File: src/rtl/hazard_scoreboard.sv
// Register-hazard scoreboard: tracks in-flight writers per post-decode stage, picks forwarding
// sources, raises load-use stalls and holds flush for a window after branch or trap redirects.
module hazard_scoreboard #(
    parameter  int unsigned NUM_REGS    = 32,
    parameter  int unsigned WB_STAGES   = 2,
    parameter  int unsigned LOAD_LAT    = 1,
    parameter  int unsigned FLUSH_DEPTH = 1,
    parameter  int unsigned CNT_W       = 32,
    localparam int unsigned RA          = $clog2(NUM_REGS),
    localparam int unsigned FW          = $clog2(WB_STAGES + 1)
) (
    input  logic             clk,
    input  logic             rst,
    input  logic             issue_valid,
    input  logic [RA-1:0]    rs1,
    input  logic [RA-1:0]    rs2,
    input  logic             rs1_used,
    input  logic             rs2_used,
    input  logic [RA-1:0]    rd,
    input  logic             rd_wr,
    input  logic             is_load,
    input  logic             br_redirect,
    input  logic             trap_redirect,
    output logic [FW-1:0]    fwd_a,
    output logic [FW-1:0]    fwd_b,
    output logic             stall,
    output logic             flush,
    output logic             issue_fire,
    output logic [CNT_W-1:0] stall_cnt,
    output logic [CNT_W-1:0] flush_cnt
);

    localparam int unsigned     FC_W         = 2;
    localparam logic [FC_W-1:0] FLUSH_RELOAD = FC_W'(FLUSH_DEPTH - 1);

    // Index i of the table holds pipeline stage i+1.
    logic [WB_STAGES-1:0] vld_q, vld_d;
    logic [WB_STAGES-1:0] ld_q,  ld_d;
    logic [RA-1:0]        rd_q [WB_STAGES];
    logic [RA-1:0]        rd_d [WB_STAGES];
    logic [FC_W-1:0]      fcnt_q, fcnt_d;
    logic [CNT_W-1:0]     stall_cnt_q, stall_cnt_d;
    logic [CNT_W-1:0]     flush_cnt_q, flush_cnt_d;

    logic          hit_a, rdy_a, hit_b, rdy_b;
    logic [FW-1:0] sel_a, sel_b;
    logic          redirect, flush_win;

    assign redirect  = br_redirect | trap_redirect;
    assign flush_win = redirect | (fcnt_q != '0);

    // Scanning from stage 1 upward and latching the first hit gives youngest-match priority.
    always_comb begin
        hit_a = 1'b0;
        rdy_a = 1'b0;
        sel_a = '0;
        hit_b = 1'b0;
        rdy_b = 1'b0;
        sel_b = '0;
        for (int unsigned i = 0; i < WB_STAGES; i++) begin
            if (!hit_a && rs1_used && (rs1 != '0) && vld_q[i] && (rd_q[i] == rs1)) begin
                hit_a = 1'b1;
                rdy_a = !ld_q[i] || (i >= LOAD_LAT);
                sel_a = FW'(i + 1);
            end
            if (!hit_b && rs2_used && (rs2 != '0) && vld_q[i] && (rd_q[i] == rs2)) begin
                hit_b = 1'b1;
                rdy_b = !ld_q[i] || (i >= LOAD_LAT);
                sel_b = FW'(i + 1);
            end
        end
    end

    always_comb begin
        flush      = 1'b1;
        stall      = 1'b0;
        fwd_a      = '0;
        fwd_b      = '0;
        issue_fire = 1'b0;
        if (rst) begin
            flush      = flush_win;
            stall      = !flush_win && issue_valid && ((hit_a && !rdy_a) || (hit_b && !rdy_b));
            fwd_a      = (hit_a && rdy_a) ? sel_a : '0;
            fwd_b      = (hit_b && rdy_b) ? sel_b : '0;
            issue_fire = issue_valid && !stall && !flush_win;
        end
    end

    always_comb begin
        vld_d[0] = issue_fire && rd_wr && (rd != '0);
        ld_d[0]  = is_load;
        rd_d[0]  = rd;
        for (int unsigned i = 1; i < WB_STAGES; i++) begin
            vld_d[i] = vld_q[i-1];
            ld_d[i]  = ld_q[i-1];
            rd_d[i]  = rd_q[i-1];
        end
        // The oldest entry retires this edge regardless, so a trap empties the whole table.
        if (trap_redirect) begin
            vld_d = '0;
        end

        fcnt_d = fcnt_q;
        if (redirect) begin
            fcnt_d = FLUSH_RELOAD;
        end else if (fcnt_q != '0) begin
            fcnt_d = fcnt_q - FC_W'(1);
        end

        stall_cnt_d = stall_cnt_q;
        if (stall && (stall_cnt_q != '1)) begin
            stall_cnt_d = stall_cnt_q + CNT_W'(1);
        end
        flush_cnt_d = flush_cnt_q;
        if (flush && (flush_cnt_q != '1)) begin
            flush_cnt_d = flush_cnt_q + CNT_W'(1);
        end
    end

    always_ff @(posedge clk) begin
        if (!rst) begin
            vld_q       <= '0;
            ld_q        <= '0;
            fcnt_q      <= '0;
            stall_cnt_q <= '0;
            flush_cnt_q <= '0;
            for (int unsigned i = 0; i < WB_STAGES; i++) begin
                rd_q[i] <= '0;
            end
        end else begin
            vld_q       <= vld_d;
            ld_q        <= ld_d;
            fcnt_q      <= fcnt_d;
            stall_cnt_q <= stall_cnt_d;
            flush_cnt_q <= flush_cnt_d;
            for (int unsigned i = 0; i < WB_STAGES; i++) begin
                rd_q[i] <= rd_d[i];
            end
        end
    end

    assign stall_cnt = stall_cnt_q;
    assign flush_cnt = flush_cnt_q;

endmodule

File: config.mk
export PLATFORM = sky130hd
export DESIGN_NAME = hazard_scoreboard
export DESIGN_NICKNAME = d
export VERILOG_FILES = /design/src/rtl/hazard_scoreboard.sv
export SDC_FILE = /design/constraint.sdc
export NUM_CORES = 1
export LEC_CHECK = 0
export ABC_CLOCK_PERIOD_IN_PS = 4500
export CAP_MARGIN = 20
export CORE_MARGIN = 10
export CORE_UTILIZATION = 56
export CTS_BUF_LIST = sky130_fd_sc_hd__clkbuf_4
export DETAILED_ROUTE_END_ITERATION = 10
export PLACE_DENSITY = 0.95
export SLEW_MARGIN = 20
export SYNTH_ARGS = -nofsm -noshare
export SYNTH_HDL_FRONTEND = slang
export SYNTH_SLANG_ARGS = --single-unit
File: constraint.sdc
create_clock -name clk -period 4.5 [get_ports clk]
set_clock_uncertainty 0.15 [all_clocks]
set_input_delay 0.45 -clock clk [delete_from_list [all_inputs] [get_ports clk]]
set_output_delay 0.45 -clock clk [all_outputs]
set_load 0.01 [all_outputs]
==> run metrics <==
area of the mapped netlist=around 4000 µm²; WL per Instance=16.6 µm; CTS sink count=approximately 80; Rel. slew slack=just over 40%; CTS Buf Count=9; Synth area leader=dfxtp_1; Final ANT Viol Nets=0; worst reg-to-reg path cell count=9; fin worst setup slack=around 1 ns; most common cell in the netlist=dfxtp_1; number of synthesized flops with an enable pin=0; htree depth=3; RSZ-0062 raised after global routing=no; clock latency on the worst-skew pair=0.44 ns; dpl ws=1.05 ns; overall routed net length=10900 µm; Antenna Cells=0; Die X=105 µm; Via density=5.85; Layout area overhead=29.0%; Synth Area in Compound Gates=11.9%; Syn Nets=494; post-CTS sizing=0; Initial Util=58.3%; multiplexer area fraction after synthesis=2.50%; I/O pin cnt=95; drt pass-1 iters=5; vias in the first global route=3755; metal2 WL=5440 µm; final setup fails=0; Pwr per Cell Area=approximately 240 nW/µm²; Die Y=105 µm; library cells used by synthesis=48; Post-DP HPWL=8210 µm; Cells on Worst Hold Path=2; Rows=30; Cells after Synth=467; critical path endpoint category=primary output; wl on met1=between 4000 and 5000 µm; worst vdd ir=about 170 µV; largest net degree at the start of global routing=55; Final Hold Viols=0; Worst-Margin Slew=0.877 ns; Final Net Count=just under 600; Synth Area in Adders=0.938%; GP Congestion=0.871; Post-Synth XOR/XNOR Area=between 10% and 20%; #FFs+latches synth=79; Tmin final=about 3.5 ns; Post-route DRC=0; DR vias=3854; setup bufs post-CTS=0; Clock transition at path regs=0.11 ns; Max Cap Violations=0; Top FF cell, synth=dfxtp_1; CTS tree=built; crit path max fanout=5; CP arrival=2.87 ns; average size of a mapped cell=8.57 µm²; Tcrit/Tclk final=77.1%; Slew Limit Fails=0; antenna violations before repair=0; setup tns final=0 ns; WL met3=876 µm; DR top layer=met4; clock root buffer=clkbuf_4; Synth area leaders=dfxtp_1 40%, xnor2_1 5.3%, xor2_1 4.8%, nor2_1 4.0%, nand2_1 3.6%; hold_ws=0.350 ns; worst-case clock buffer depth=2; IO buf count=94; first-pass GRT wire length=18100 µm; share of cells above drive strength 1=approximately 5.3%; die area=approximately 11000 µm²; GRT Overall Usage=19.6%; CP Class=input port to primary output; WP data required=3.90 ns; worst hold-check path type=register to register; crit start category=input port; hold buffer count at CTS=0; 1st-iter DRT viols=230; Synthesis Warnings=0; status=complete, no violations; register area share after synthesis=39.5%; commonest cells in the netlist=79 x dfxtp_1, 43 x nor2_1, 38 x nand2_1, 26 x a21oi_1, 24 x xnor2_1; Peak Freq=288 MHz; total gr overflow=0; LEAKAGE=1.73 nW; Core Region=6870 µm²; FFs w/ async S/R, synth=0%; post-synthesis simple-gate area fraction=32.0%; post-synth top area share=around two fifths; largest family of logic cells by synthesized area=simple AND/OR/NAND/NOR gates
## routing by layer
metal | vias up | GRT usage [%]
met1 | 1815 | 22.6
met4 | 0 | 6.86
met3 | 21 | 6.70
met5 | - | 0
li1 | 1868 | -
met2 | 150 | 33.0
## worst max-delay path: stages
cell             delay (ns)
clkdlybuf4s50_1        0.46
or4_1                  0.53
o21ai_1                0.22
and4b_1                0.31
o21ai_1                0.33
inv_1                  0.08
clkdlybuf4s50_1        0.49
## layout make-up
type / instances / area [µm²]
clock buffers: 9 / 67.6
clock inverters: 5 / 75.1
fillers: 476 / 1710
inverters: 16 / 60.1
multi-input cells: 357 / 2290
flip-flops and latches: 79 / 1580
well taps: 96 / 120
repair buffers: 97 / 963
## metrics by stage
stage	utilization, %	instances	total power [mW]	instance area [µm²]
after detailed placement	73.1	645	0.818	5020
after floorplan	-	467	0.775	4000
final	75.2	659	1.26	5160
after global routing	75.2	659	1.30	5160
after CTS	75.2	659	1.26	5160
after global placement	73.1	645	0.814	5020
## registers in the layout, indices dropped and copies added (netlist names)
signal,count
flush_cnt,32
stall_cnt,32
vld_q,2
rd_q,10
ld_q,1
fcnt_q,2
## path summary, 6_finish.rpt
| check | endpoint | start | slack [ns] |
|---|---|---|---|
| hold reg to reg | stall_cnt[28] | stall_cnt[28] | 0.35 |
| setup reg to reg | flush_cnt[31] | fcnt_q[0] | 1.84 |
| hold / removal | stall_cnt[28] | stall_cnt[28] | 0.35 |
| setup / recovery | stall | rs2[1] | 1.03 |
## cells in the final DEF, fill, tap and decap left out, drive strengths merged, types with 4 or more instances in the layout
| master | Yosys | final |
|---|---|---|
| clkbuf | 12 | 9 |
| xnor2 | 24 | 24 |
| xor2 | 22 | 22 |
| or3 | 21 | 21 |
| or4 | 7 | 7 |
| a21oi | 26 | 26 |
| dfxtp | 79 | 79 |
| and2 | 15 | 15 |
| nand4 | 20 | 20 |
| and3 | 9 | 9 |
| clkdlybuf4s50 | 0 | 94 |
| o31ai | 4 | 4 |
| nor2 | 43 | 43 |
| nand2b | 8 | 8 |
| nor3 | 18 | 18 |
| nand3 | 22 | 22 |
| nor4 | 11 | 11 |
| mux2i | 10 | 10 |
| nand2 | 38 | 38 |
| o21ai | 25 | 25 |
| and4 | 6 | 6 |
| inv | 16 | 16 |
## power breakdown
group	switching [mW]	total, mW	internal (mW)
combinational	0.0421	0.0849	0.0428
sequential	0.0110	0.718	0.707
clock	0.236	0.452	0.216
## kinds of logic after synthesis
logic type	count (synthesis)
and+or+nand+nor	227
DFF	79
xor gates and xnor gates	46
AOI/OAI and AO/OA	71
buffers and inverters	31
adders and majority gates	3
muxes	10
(Power assumes the default switching activity.)
